[src/rtl/dcache_tag_pkg.sv]
// Shared types and address-field helpers for the L1 data-cache tag controller.
package dcache_tag_pkg;

  localparam int DEF_ADDR_W   = 32;
  localparam int DEF_INDEX_W  = 5;
  localparam int DEF_OFFSET_W = 4;
  localparam int DEF_TAG_W    = DEF_ADDR_W - DEF_INDEX_W - DEF_OFFSET_W;

  typedef enum logic [1:0] {
    IDLE,
    LOOKUP,
    MISS_WAIT,
    FILL
  } state_t;

  function automatic logic [DEF_TAG_W-1:0] addr_tag(input logic [DEF_ADDR_W-1:0] addr);
    return addr[DEF_ADDR_W-1 -: DEF_TAG_W];
  endfunction

  function automatic logic [DEF_INDEX_W-1:0] addr_idx(input logic [DEF_ADDR_W-1:0] addr);
    return addr[DEF_OFFSET_W +: DEF_INDEX_W];
  endfunction

endpackage

[src/rtl/dcache_tag_state.sv]
// Per-set valid and LRU flops for the 2-way tag array; one read port shared by updates.
module dcache_tag_state
  import dcache_tag_pkg::*;
#(
  parameter int INDEX_W = DEF_INDEX_W
) (
  input  logic               clk,
  input  logic               rst,
  input  logic               flush_clr,
  input  logic [INDEX_W-1:0] idx,
  input  logic               hit_upd,
  input  logic               hit_way,
  input  logic               fill_set,
  input  logic               fill_way,
  output logic [1:0]         valid,
  output logic               lru
);

  localparam int SETS = 1 << INDEX_W;

  logic [SETS-1:0] valid_bits [2];
  logic [SETS-1:0] lru_bits;

  // lru names the way to replace next, so it always points away from the last-touched way
  always_ff @(posedge clk) begin
    if (rst || flush_clr) begin
      valid_bits[0] <= '0;
      valid_bits[1] <= '0;
      lru_bits      <= '0;
    end else begin
      if (hit_upd) begin
        lru_bits[idx] <= ~hit_way;
      end
      if (fill_set) begin
        valid_bits[fill_way][idx] <= 1'b1;
        lru_bits[idx]             <= ~fill_way;
      end
    end
  end

  assign valid = {valid_bits[1][idx], valid_bits[0][idx]};
  assign lru   = lru_bits[idx];

endmodule

[src/rtl/dcache_tag_ctrl.sv]
// Tag-lookup FSM for the 2-way L1 D-cache: reads/compares tags, picks victims, writes refills.
// Optional hit/miss counters are enabled by defining DCACHE_TAG_STATS_EN.
module dcache_tag_ctrl
  import dcache_tag_pkg::*;
#(
  parameter int ADDR_W   = DEF_ADDR_W,
  parameter int INDEX_W  = DEF_INDEX_W,
  parameter int OFFSET_W = DEF_OFFSET_W,
  parameter int TAG_W    = ADDR_W - INDEX_W - OFFSET_W
) (
  input  logic               clk,
  input  logic               rst,
  input  logic               req_valid,
  output logic               req_ready,
  input  logic [ADDR_W-1:0]  req_addr,
  output logic               resp_valid,
  output logic               resp_hit,
  output logic               resp_way,
  input  logic               fill_done,
  input  logic               flush,
  output logic               tag_cs,
  output logic               tag_oe,
  output logic [INDEX_W-1:0] tag_a,
  output logic [TAG_W-1:0]   tag_di,
  output logic               tag_web1,
  output logic               tag_web2,
  input  logic [TAG_W-1:0]   tag_do1,
  input  logic [TAG_W-1:0]   tag_do2
`ifdef DCACHE_TAG_STATS_EN
  ,
  output logic [31:0]        hit_cnt,
  output logic [31:0]        miss_cnt
`endif
);

  state_t             state;
  logic [TAG_W-1:0]   tag_q;
  logic [INDEX_W-1:0] idx_q;
  logic               victim_q;

  logic       accept;
  logic       flush_clr;
  logic [1:0] set_valid;
  logic       set_lru;
  logic       hit0;
  logic       hit1;
  logic       hit;
  logic       hit_way;
  logic       lk_victim;
  logic       addr_offset_unused;

  assign addr_offset_unused = ^req_addr[OFFSET_W-1:0];

  assign req_ready = (state == IDLE);
  assign accept    = req_ready && req_valid && !flush;
  assign flush_clr = req_ready && flush;

  assign hit0      = set_valid[0] && (tag_do1 == tag_q);
  assign hit1      = set_valid[1] && (tag_do2 == tag_q);
  assign hit       = hit0 || hit1;
  assign hit_way   = !hit0;
  assign lk_victim = !set_valid[0] ? 1'b0 : (!set_valid[1] ? 1'b1 : set_lru);

  dcache_tag_state #(
    .INDEX_W (INDEX_W)
  ) u_state (
    .clk       (clk),
    .rst       (rst),
    .flush_clr (flush_clr),
    .idx       (idx_q),
    .hit_upd   ((state == LOOKUP) && hit),
    .hit_way   (hit_way),
    .fill_set  (state == FILL),
    .fill_way  (victim_q),
    .valid     (set_valid),
    .lru       (set_lru)
  );

  // The tag read is launched in the accept cycle so the array data lines up with LOOKUP
  always_comb begin
    tag_cs     = 1'b0;
    tag_oe     = 1'b0;
    tag_a      = '0;
    tag_di     = '0;
    tag_web1   = 1'b0;
    tag_web2   = 1'b0;
    resp_valid = 1'b0;
    resp_hit   = 1'b0;
    resp_way   = 1'b0;
    case (state)
      IDLE: begin
        if (accept) begin
          tag_cs = 1'b1;
          tag_oe = 1'b1;
          tag_a  = req_addr[OFFSET_W +: INDEX_W];
        end
      end
      LOOKUP: begin
        resp_valid = 1'b1;
        resp_hit   = hit;
        resp_way   = hit ? hit_way : lk_victim;
      end
      FILL: begin
        tag_cs   = 1'b1;
        tag_a    = idx_q;
        tag_di   = tag_q;
        tag_web1 = !victim_q;
        tag_web2 = victim_q;
      end
      default: ;
    endcase
  end

  always_ff @(posedge clk) begin
    if (rst) begin
      state <= IDLE;
    end else begin
      case (state)
        IDLE:      if (accept) state <= LOOKUP;
        LOOKUP:    state <= hit ? IDLE : MISS_WAIT;
        MISS_WAIT: if (fill_done) state <= FILL;
        FILL:      state <= IDLE;
        default:   state <= IDLE;
      endcase
    end
  end

  // Request fields and victim are only consumed in states reached after they are loaded
  always_ff @(posedge clk) begin
    if (accept) begin
      tag_q <= req_addr[ADDR_W-1 -: TAG_W];
      idx_q <= req_addr[OFFSET_W +: INDEX_W];
    end
    if (state == LOOKUP) begin
      victim_q <= lk_victim;
    end
  end

`ifdef DCACHE_TAG_STATS_EN
  always_ff @(posedge clk) begin
    if (rst) begin
      hit_cnt  <= '0;
      miss_cnt <= '0;
    end else if (state == LOOKUP) begin
      if (hit) hit_cnt  <= hit_cnt + 32'd1;
      else     miss_cnt <= miss_cnt + 32'd1;
    end
  end
`endif

endmodule

[config.mk]
export PLATFORM = sky130hd
export DESIGN_NAME = dcache_tag_ctrl
export DESIGN_NICKNAME = d
export VERILOG_FILES = /design/src/rtl/dcache_tag_pkg.sv /design/src/rtl/dcache_tag_state.sv /design/src/rtl/dcache_tag_ctrl.sv
export SDC_FILE = /design/constraint.sdc
export NUM_CORES = 1
export LEC_CHECK = 0
export ABC_CLOCK_PERIOD_IN_PS = 2970
export BUFFER_PORTS_ARGS = -buffer_cell sky130_fd_sc_hd__buf_2
export CELL_PAD_IN_SITES_DETAIL_PLACEMENT = 1
export CELL_PAD_IN_SITES_GLOBAL_PLACEMENT = 2
export CORE_UTILIZATION = 31
export CTS_CLUSTER_SIZE = 28
export DETAILED_ROUTE_END_ITERATION = 7
export PLACE_DENSITY = 0.78
export SLEW_MARGIN = 10
export SYNTH_ARGS = -nofsm -noshare
export SYNTH_HDL_FRONTEND = slang
export SYNTH_SLANG_ARGS = --single-unit
[constraint.sdc]
create_clock -name clk -period 2.97 [get_ports clk]
set_input_delay 0.594 -clock clk [delete_from_list [all_inputs] [get_ports clk]]
set_output_delay 0.594 -clock clk [all_outputs]
set_load 0.05 [all_outputs]
* After elaboration in Yosys (flattened, before gate mapping) *
Memories as Yosys holds them, arrays and structs flattened.
Cells that the tools add are included.

storage, ports and cells
  register bits = 63
  RAM bits = 64
  bits of input ports = 83
  output and inout port bits = 36
  word-level logic and storage cells = 70
  memories = 1

memories
  name                depth  width  read ports  clocked after memory_dff  write ports  line                    source
  u_state.valid_bits  2      32     2           0                         2            dcache_tag_state.sv:21  logic [SETS-1:0] valid_bits [2];

operators by class
  magnitude comparators = 2
  equality and inequality tests = 7
  mux-type cells = 39
  bitwise gates (word level) = 1
  reductions and logical operators = 15

operators with widths
  operator                                                                      number
  32-bit two-way mux                                                            6
  32-bit bitwise mux                                                            2
  23-bit equality test                                                          2
  32-bit OR reduction                                                           1
  23-bit two-way mux                                                            1
  1-bit two-way mux                                                             19
  1-bit binary-select mux with 5-bit select                                     3
  5-bit one-hot mux with 2 select lines                                         1
  2-bit one-hot mux with 4 select lines                                         1
  1-bit logical AND                                                             7
  5-bit by 6-bit less-than comparator with 1-bit output, second input constant  1
  2-bit two-way mux                                                             3
  1-bit demux with 5-bit select                                                 1
  5-bit by 1-bit >= comparator with 1-bit output, second input constant         1
  5-bit two-way mux                                                             1
  2-bit equality test, second input constant                                    2
  1-bit logical NOT                                                             3
  2-bit by 1-bit equality test with 1-bit output, second input constant         1
  2-bit logical NOT                                                             1
  1-bit logical OR                                                              2
  2-bit by 1-bit inequality test with 1-bit output, second input constant       1
  2-bit inequality test, second input constant                                  1
  1-bit one-hot mux with 2 select lines                                         1
  2-bit AND reduction                                                           1
  1-bit NOT                                                                     1

* Longest topological paths before layout *
Gate-level depths: netlist of run 1.

  depth after elaboration = 9
  mapped depth = 11

* Hierarchy *
Synthesis of run 1 repeated with hierarchy kept, for this count alone.

second synthesis, totals
  cells, all modules = 692
  area total of the unflattened synthesis = 6363.6 um^2

by module, submodules not included
  module            times used  cells an instance  area each (um^2)
  dcache_tag_state  1           514                4389.2
  dcache_tag_ctrl   1           178                1974.4

* Worst setup path before layout of run 1 *
Ideal clock, no wire load.

  path kind = register -> output
  start = register state[0]
  end = output port tag_a[0]
  data arrival time = 3.413 ns
  data required time = 2.376 ns
  path slack = -1.037 ns
  stages on the path, launching flop included = 7
  buffers on the path = 0
  cells stage by stage = dfxtp_1 > inv_1 > ha_1 > nand2_1 > nor2_1 > a22oi_1 > nor2_1

on the way
  cells in the longest elaborated chain, start to end = 5
  elaborated cells between the ends (all ways) = 6
  those cells by class = eq/ne: 1; mux: 2; reduce/logical: 3

ends and longest elaborated chain
  what                                   line                    source
  start, declared                        dcache_tag_ctrl.sv:36   state_t state;
  start signal, assigned                 dcache_tag_ctrl.sv:120  LOOKUP: state <= hit ? IDLE : MISS_WAIT;
  2-bit logical NOT                      dcache_tag_ctrl.sv:54   assign req_ready = (state == IDLE);
  net req_ready                          dcache_tag_ctrl.sv:14   output logic req_ready,
  1-bit logical AND (2 in series)        dcache_tag_ctrl.sv:55   assign accept = req_ready && req_valid && !flush;
  net accept                             dcache_tag_ctrl.sv:41   logic accept;
  5-bit two-way mux                      dcache_tag_ctrl.sv:92   if (accept) begin
  5-bit one-hot mux with 2 select lines  dcache_tag_ctrl.sv:90   case (state)
  end, declared                          dcache_tag_ctrl.sv:23   output logic [INDEX_W-1:0] tag_a,

The timed path passes the listed nets, and every way through them passes these cells.

* Worst setup path after layout of run 1 *
  start = register idx_q[0]
  end = output port resp_way

on the way
  cells in the longest elaborated chain, start to end = 6
  elaborated cells between the ends (all ways) = 14
  those cells by class = mux: 10; reduce/logical: 4

ends and longest elaborated chain
  what                                                                 line                                            source
  start, declared                                                      dcache_tag_ctrl.sv:38                           logic [INDEX_W-1:0] idx_q;
  start signal, assigned                                               dcache_tag_ctrl.sv:132                          idx_q <= req_addr[OFFSET_W +: INDEX_W];
  1-bit binary-select mux with 5-bit select, on equally long branches  dcache_tag_state.sv:42, dcache_tag_state.sv:41
  1-bit two-way mux, on equally long branches                          dcache_tag_state.sv:42, dcache_tag_state.sv:41
  1-bit two-way mux, or another cell as far along (2 in series)        dcache_tag_ctrl.sv:62                           assign lk_victim = !set_valid[0] ? 1'b0 : (!set_valid[1] ? 1'b1 : set_lru);
  1-bit two-way mux *                                                  dcache_tag_ctrl.sv:101                          resp_way = hit ? hit_way : lk_victim;
  1-bit two-way mux *                                                  dcache_tag_ctrl.sv:90
  end, declared                                                        dcache_tag_ctrl.sv:18                           output logic resp_way,

Every way passes the cells marked *; elsewhere a longest branch is shown, timed or not. The select of a mux whose other input is x is not followed.

==> flow_metrics.py, run 1 <==
metrics = {
    "placed_design": {
        "hpwl_mm": 14.0,
        "pre_cts_ws_ns": 0.0358,
        "io_buffer_count": 114,
        "placed_cells_incl_taps": 1080,
        "place_area_um2": 7380,
        "gp_congestion": 0.823,
    },
    "setup_path": {
        "critPathMaxStageDelay_ns": 0.53,
        "reg2reg_slack_ns": 0.12,
        "critPathKind": "reg2out",
        "end_kind": "output pin",
        "worst_r2r_path_depth": 12,
        "crit_path_max_fanout": 8,
        "r2r_end": "u_state.lru_bits[20]",
        "crit_path_cell_trace": "buf_6 -> mux4_2 -> a22oi_2 -> nand2_1 -> nand4b_1 -> nand2_2 -> a21oi_2 -> buf_6",
        "arrival_ns": 2.56,
        "critPathRequiredTime_ns": 2.38,
        "crit_top_cell": "buf_6",
        "slowest_stage": "edfxtp_1",
        "critPathLaunchType": "flip-flop",
        "rr_startpoint": "idx_q[1]",
    },
    "grt": {
        "antenna_found_initial": 0,
        "grt_max_degree": 67,
        "grt_pass1_vias": 5760,
        "grt_overflow_total": 0,
        "track_usage_pct": 19.8,
        "grt_pass1_wl_mm": 32.7,
    },
    "floorplan": {
        "dieArea_um2": 21300,
        "die_w_um": 146,
        "die_h_um": 146,
        "initial_core_util_pct": 31.7,
        "core_region_area_um2": 20300,
        "io-pin-count": 119,
        "rows": 52,
    },
    "detailed_routing": {
        "vias_per_cell": 4.95,
        "wirelength_mm": 20.4,
        "ant_nets": 0,
        "drt_iter0_drc": 209,
        "wl_per_cell_um": 18.0,
        "first_pass_iters": 4,
        "drc": 0,
        "route.vias.total": 5608,
    },
    "hold_path": {
        "holdPathStages": 1,
        "min_to": "tag_q[5]",
        "min_path_type": "in2reg",
        "hp-start": "req_addr[14]",
    },
    "sta": {
        "fin_skew_ns": 0.00884,
        "fmax_mhz": 317,
        "period_needed_ns": 3.15,
        "finalHoldViolCount": 0,
        "slew_headroom_pct": 41.5,
        "timing.final.ws_setup_ns": -0.183,
        "period_share_pct": 106,
        "drv_slew": 0,
        "fin_hold_ws_ns": 0.336,
        "tightest_slew_ns": 0.871,
        "setup_viol": 2,
        "rsz0062_at_grt": "true",
    },
    "power_and_ir_drop": {
        "p_per_area_nw_per_um2": 544,
        "vdd_ir_drop_max_mv": 0.389,
        "p_leak_uw": 0.00347,
        "finalPower_uw": 4570,
    },
    "yosys": {
        "synth-main-ff-cell": "dfxtp_1",
        "synth_warnings": 0,
        "synth-seq-cells": 127,
        "synth.avg_cell_area_um2": 9.12,
        "synthCells": 705,
        "synth.distinct_cells": 50,
        "ys_seq_area_share_pct": 44.1,
        "synth_edf_count": 29,
        "async_reset_ff_share_pct": 0,
        "synth.net_count": 792,
        "syn-cell-area_um2": 6430,
    },
    "final_layout": {
        "fillerInstances": 2399,
        "area_delta_synth_final_pct": 30.7,
        "diodes": 0,
        "mostFrequentLayoutCells": "buf_2, nor2_1, dfxtp_1",
        "final_common_cell": "buf_2",
        "post-route-cell-area_um2": 8400,
        "final_layout_size_suffix_gt1_share_pct": 30.0,
        "final_cells": 1133,
        "layout.nets": 937,
    },
    "cts": {
        "insertion_delay_ns": 0.43,
        "clk_pin_slew_worst_paths_ns": 0.06,
        "cts_max_level": 4,
        "hold_buffers": 0,
        "cts_max_path_buffers": 2,
        "cts_num_sinks": 127,
        "cts_tree": "done",
        "cts_root_buf": "clkbuf_16",
        "cts_buffers": 17,
    },
    "job": {
        "cap_violations": 0,
    },
    "run_status": {
        "status": "finished with violations",
        "violations": "setup timing",
    },
}
[critical path: cells and delay by family (launching register included)]
kind,cells,cell delay (ns)
flip-flops,1,0.53
buffers and inverters,2,0.34
AO/OA/AOI/OAI,2,0.28
AND/OR/NAND/NOR,3,0.46
multiplexers,1,0.53
[state kept, by name, indices dropped and copies added (netlist names), named ones only]
signal / count
u_state.valid_bits: 64
u_state.lru_bits: 31
tag_q: 23
idx_q: 5
state: 1
victim_q: 1
[worst max-delay path by stage]
stage	start	cells after the start	slack (ns)	endpoint
detailed placement	tag_do1[15]	9	0.04	resp_hit
finish	idx_q[0]	8	-0.18	resp_way
global placement	tag_do1[15]	9	0.03	resp_hit
floorplan	state[0]	6	0.04	tag_a[0]
global route	idx_q[0]	8	-0.31	resp_way
CTS	idx_q[1]	10	-0.20	resp_way
[cells by family after synthesis]
kind of cell,share of synthesized area (%)
AO/OA/AOI/OAI,15.8
XOR/XNOR,6.27
adder cells (fa/ha/maj),0.779
buffers and inverters,4.65
flip-flops,44.1
multiplexers,8.45
AND/OR/NAND/NOR,20.0
[power by group]
| group | internal (uW) | switching (uW) |
|---|---|---|
| combinational | 272 | 472 |
| clock | 1150 | 817 |
| sequential | 1820 | 47.9 |
[synthesized netlist by cell type, types with 26 or more instances]
cell type / n / area share [%]
nor2_1: 113 / 6.6
dfxtp_1: 98 / 31
a21oi_1: 69 / 5.4
nand2_1: 45 / 2.6
mux2i_1: 34 / 5.3
a21o_1: 32 / 3.7
nand3_1: 30 / 2.3
xor2_1: 30 / 4.1
edfxtp_1: 29 / 14
and2_1: 28 / 2.7
clkbuf_1: 28 / 1.6
o21ai_0: 26 / 2.0
[final cells by class]
cell class                      instances  area, um^2  share of cell area [%]
Multi-Input combinational cell        528        3520                    41.9
Clock inverter                         13         116                    1.38
Inverter                                5        18.8                   0.223
Clock buffer                           19         433                    5.15
Sequential cell                       127        2830                    33.7
Tap cell                              270         338                    4.02
Timing Repair Buffer                  171        1140                    13.6
[per-stage QoR]
step | util (%) | setup TNS, ns
2_1_floorplan | - | 0
3_3_place_gp | 36.4 | 0
3_5_place_dp | 36.4 | 0
4_1_cts | 40.8 | -1.99
5_1_grt | 41.4 | -0.505
6_report | 41.4 | -0.298
[timing repair]
item / 4_1_cts / 5_1_grt
pin swaps: 19 / 3
setup buffers: 14 / 5
resized for setup: 44 / 10
setup endpoints to repair: 2 / 34
cloned: 2 / 1
[layer usage]
layer  wire length (um)  vias to the layer above  share of wire, %  global-route usage, %
met1              10000                     2738                49                   27.0
met5                  0                        -                 0                      0
met2               9610                       74                47                   31.7
met4                385                        0               1.9                   6.98
li1                   -                     2767                 -                      -
met3                434                       29               2.1                   3.07
No activity file was read; power rests on OpenSTA's default activity.
==> run 2, diff against run 1 <==
Settings changed: SKIP_CTS_REPAIR_TIMING set to 1.
==> flow_metrics.py, run 2 (synthesis results as in run 1) <==
metrics = {
    "grt": {
        "grt_pass1_vias": 5608,
        "grt_pass1_wl_mm": 31.8,
        "grt_overflow_total": 0,
        "grt_max_degree": 67,
        "track_usage_pct": 19.2,
        "antenna_found_initial": 0,
    },
    "final_layout": {
        "diodes": 0,
        "layout.nets": 931,
        "largest_registers": "u_state.valid_bits: 64 flops, u_state.lru_bits: 31 flops, tag_q: 23 flops",
        "mostFrequentLayoutCells": "buf_2, nor2_1, dfxtp_1",
        "largest-register": "u_state.valid_bits",
        "final_layout_size_suffix_gt1_share_pct": 28.7,
        "largest_reg_flops": 64,
        "final_util_pct": 40.6,
        "final_cells": 1127,
        "area_delta_synth_final_pct": 28.1,
        "final_common_cell": "buf_2",
    },
    "detailed_routing": {
        "drc": 0,
        "drt_iter0_drc": 243,
        "wirelength_mm": 20.1,
        "vias_per_cell": 4.94,
        "ant_nets": 0,
        "first_pass_iters": 4,
        "wl_per_cell_um": 17.8,
        "route.vias.total": 5573,
    },
    "hold_path": {
        "min_to": "tag_q[5]",
        "holdPathStages": 1,
        "hp-start": "req_addr[14]",
        "min_path_type": "in2reg",
    },
    "cts": {
        "cts_root_buf": "clkbuf_16",
        "clk_pin_slew_worst_paths_ns": 0.06,
        "cts_buffers": 17,
        "cts_max_level": 4,
        "cts_max_path_buffers": 2,
        "cts_num_sinks": 127,
        "insertion_delay_ns": 0.42,
        "cts_tree": "done",
    },
    "setup_path": {
        "slowest_stage": "edfxtp_1",
        "crit_path_max_fanout": 8,
        "r2r_end": "u_state.lru_bits[31]",
        "crit_top_cell": "buf_6",
        "worst_r2r_path_depth": 9,
        "end_kind": "output pin",
        "critPathMaxStageDelay_ns": 0.55,
        "critPathKind": "reg2out",
        "critical_path.startpoint": "idx_q[0]",
        "critPathRequiredTime_ns": 2.38,
        "crit_path_cell_trace": "buf_6 -> mux4_2 -> a22oi_2 -> nand2_1 -> nand4b_1 -> nand2_2 -> a21oi_4 -> buf_6",
        "reg2reg_slack_ns": 0.19,
        "critPathLaunchType": "flip-flop",
        "arrival_ns": 2.59,
        "rr_startpoint": "idx_q[1]",
    },
    "sta": {
        "tightest_slew_ns": 0.918,
        "period_needed_ns": 3.18,
        "fmax_mhz": 314,
        "slew_headroom_pct": 38.3,
        "timing.final.ws_setup_ns": -0.210,
        "finalHoldViolCount": 0,
        "drv_slew": 0,
        "rsz0062_at_grt": "true",
        "period_share_pct": 107,
        "setup_viol": 2,
        "fin_skew_ns": 0.0103,
    },
    "placed_design": {
        "hpwl_mm": 14.0,
        "pre_cts_ws_ns": 0.0358,
        "placed_cells_incl_taps": 1080,
        "gp_congestion": 0.823,
        "io_buffer_count": 114,
    },
    "floorplan": {
        "rows": 52,
        "io-pin-count": 119,
        "die_w_um": 146,
        "core_region_area_um2": 20300,
        "initial_core_util_pct": 31.7,
        "dieArea_um2": 21300,
        "die_h_um": 146,
    },
    "power_and_ir_drop": {
        "vdd_ir_drop_max_mv": 0.384,
        "p_per_area_nw_per_um2": 552,
        "p_leak_uw": 0.00342,
    },
    "run_status": {
        "violations": "setup timing",
        "status": "finished with violations",
    },
    "job": {
        "cap_violations": 0,
    },
}
## run 2: cell types whose count changed in the layout (fill, tap and decap cells not counted), sizes merged
cell  delta
buf      -6
## run 2: area by class of cell
| type | instances | area, um^2 |
|---|---|---|
| inverter | 5 | 18.8 |
| multi-input combinational | 528 | 3460 |
| clock buffer | 19 | 433 |
| clock inverter | 13 | 116 |
| fill | 2407 | 12100 |
| sequential | 127 | 2830 |
| tap | 270 | 338 |
| timing repair buffer | 165 | 1040 |
## run 2: worst max-delay path by stage
stage,to,cells past startpoint,slack [ns]
6_report,resp_way,8,-0.21
5_1_grt,resp_way,9,-0.34
4_1_cts,resp_way,8,-0.40
3_5_place_dp,resp_hit,9,0.04
3_3_place_gp,resp_hit,9,0.03
2_1_floorplan,tag_a[0],6,0.04
## run 2: worst max-delay path: cells and delay by family (launching register included)
family                 cells  cell delay (ns)
buffers and inverters      2             0.35
DFF                        1             0.55
and+or+nand+nor            3             0.47
muxes                      1             0.53
AOI/OAI and AO/OA          2             0.26
## run 2: per-layer routing
metal / vias to the layer above / routed length, um / GRT usage [%]
li1: 2755 / - / -
met1: 2694 / 9600 / 26.7
met2: 98 / 9450 / 30.1
met3: 26 / 692 / 2.95
met4: 0 / 344 / 6.98
met5: - / 0 / 0
## run 2: power breakdown
part	switching, uW	internal, uW	total [uW]
clock	817	1150	1970
combinational	463	254	717
sequential	48.6	1820	1860
total	1330	3220	4550
## run 2: per-stage QoR
stage	total power (uW)	instance area, um^2	hold slack [ns]	setup TNS (ns)
finish	4550	8240	0.340	-0.340
global route	4740	8240	0.327	-0.583
CTS	4550	7930	0.319	-0.709
detailed placement	2560	7380	0.455	0
global placement	2560	7380	0.445	0
floorplan	2340	6450	0.431	0
==> run 3, diff against run 2 <==
Settings changed: CORE_ASPECT_RATIO set to 0.8.
==> flow_metrics.py, run 3 (synthesis results as in run 1) <==
metrics = {
    "detailed_routing": {
        "wirelength_mm": 21.0,
        "drc": 0,
        "first_pass_iters": 4,
        "vias_per_cell": 5.19,
        "drt_iter0_drc": 246,
        "route.vias.total": 5763,
        "wl_per_cell_um": 18.9,
        "ant_nets": 0,
    },
    "hold_path": {
        "min_path_type": "in2reg",
        "hp-start": "req_addr[10]",
    },
    "floorplan": {
        "initial_core_util_pct": 32.0,
        "rows": 46,
        "core_region_area_um2": 20100,
        "io-pin-count": 119,
        "die_w_um": 163,
        "dieArea_um2": 21300,
        "die_h_um": 131,
    },
    "power_and_ir_drop": {
        "p_switching_uw": 1340,
        "p_leak_uw": 0.00343,
        "p_per_area_nw_per_um2": 577,
        "p_seq_share_pct": 39.3,
        "intPower_uw": 3390,
        "pwr-share-clk_pct": 45.7,
        "p_comb_share_pct": 15.1,
        "p_sw_share_pct": 28.4,
        "vdd_ir_drop_max_mv": 0.383,
    },
    "final_layout": {
        "largest_registers": "u_state.valid_bits: 64 flops, u_state.lru_bits: 31 flops, tag_q: 23 flops",
        "fillerInstances": 2301,
        "register_area_um2": 2830,
        "layout.nets": 921,
        "diodes": 0,
        "multiInputGateArea_um2": 3420,
        "largest-register": "u_state.valid_bits",
        "area_delta_synth_final_pct": 27.6,
        "mostFrequentLayoutCells": "buf_2, nor2_1, dfxtp_1",
        "largest_reg_flops": 64,
        "final_common_cell": "buf_2",
        "final_layout_size_suffix_gt1_share_pct": 27.5,
    },
    "setup_path": {
        "crit_path_max_fanout": 10,
        "critPathLaunchType": "flip-flop",
        "arrival_ns": 2.65,
        "end_kind": "output pin",
        "critical_path.startpoint": "idx_q[1]",
        "critPathKind": "reg2out",
        "critPathRequiredTime_ns": 2.38,
        "rr_startpoint": "idx_q[1]",
    },
    "sta": {
        "slew_headroom_pct": 43.7,
        "drv_slew": 0,
        "fmax_mhz": 308,
        "fin_hold_ws_ns": 0.333,
        "period_needed_ns": 3.24,
        "timing.final.ws_setup_ns": -0.274,
        "fin_skew_ns": 0.00779,
        "final.setup.tns_ns": -0.514,
        "setup_viol": 2,
        "period_share_pct": 109,
        "rsz0062_at_grt": "true",
        "finalHoldViolCount": 0,
        "tightest_slew_ns": 0.841,
    },
    "cts": {
        "clk_pin_slew_worst_paths_ns": 0.06,
        "insertion_delay_ns": 0.43,
        "cts_max_path_buffers": 2,
        "cts_num_sinks": 127,
        "cts_max_level": 4,
        "cts_tree": "done",
        "cts_buffers": 17,
        "cts_root_buf": "clkbuf_16",
    },
    "run_status": {
        "status": "finished with violations",
        "violations": "setup timing",
    },
    "grt": {
        "grt_max_degree": 66,
        "track_usage_pct": 20.1,
        "antenna_found_initial": 0,
        "grt_overflow_total": 0,
        "grt_pass1_vias": 5920,
        "grt_pass1_wl_mm": 32.6,
    },
    "placed_design": {
        "io_buffer_count": 114,
        "hpwl_mm": 15.1,
        "gp_congestion": 0.821,
    },
    "job": {
        "cap_violations": 0,
    },
}
-- run 3: cell types whose count changed in the layout (fill, tap and decap cells not counted), sizes merged --
cell	change
buf	-11
bufinv	+1
a31oi	-1
clkinvlp	-2
clkbuf	+3
-- run 3: final timing paths --
check	to	slack, ns	depth (start not counted)
worst max-delay path	resp_way	-0.27	11
worst min register to register	u_state.valid_bits[0][7]	0.48	2
worst max register to register	u_state.lru_bits[14]	0.31	12
worst min-delay path	tag_q[1]	0.33	1
-- run 3: critical path, stage by stage, from the launching register on --
cell and delay, ns:
edfxtp_1 0.42, buf_6 0.15, buf_4 0.14, clkbuf_16 0.18, mux2i_1 0.18, o22ai_1 0.14, nor4_2 0.41, o21ai_4 0.13
nand2_2 0.08, nand2_2 0.06, a21oi_2 0.13, buf_6 0.18
-- run 3: area by class of cell --
class                   count  area share [%]
inverters                   5           0.229
multi-input cells         527            41.7
clock inverters            12            1.60
well taps                 264            4.03
clock buffers              20            5.82
flip-flops and latches    127            34.5
repair buffers            156            12.1
-- run 3: through the flow --
step	instance area (um^2)	total power [uW]	std cells	setup WS (ns)	util, %
after floorplan	6450	2340	705	0.0400	-
after global placement	7370	2540	1070	0.0679	36.7
after detailed placement	7370	2560	1070	0.0787	36.7
after CTS	7980	4720	1102	-0.384	39.7
after global routing	8210	4920	1111	-0.369	40.8
final	8210	4730	1111	-0.274	40.8
-- run 3: per-layer routing --
layer  up-vias  track usage (%)  share of wire [%]
li1       2734                -                  -
met4         0             7.42                1.8
met3        26             3.60                4.1
met1      2879             26.1                 47
met5         -                0                  0
met2       124             33.4                 48
-- run 3: power by group through the flow --
stage | Sequential (uW) | Clock, uW | Combinational, uW
4_1_cts | 1860 | 2190 | 669
6_report | 1860 | 2160 | 712
5_1_grt | 1860 | 2290 | 766
3_3_place_gp | 1890 | 0 | 645
2_1_floorplan | 1880 | 0 | 457
3_5_place_dp | 1900 | 0 | 666
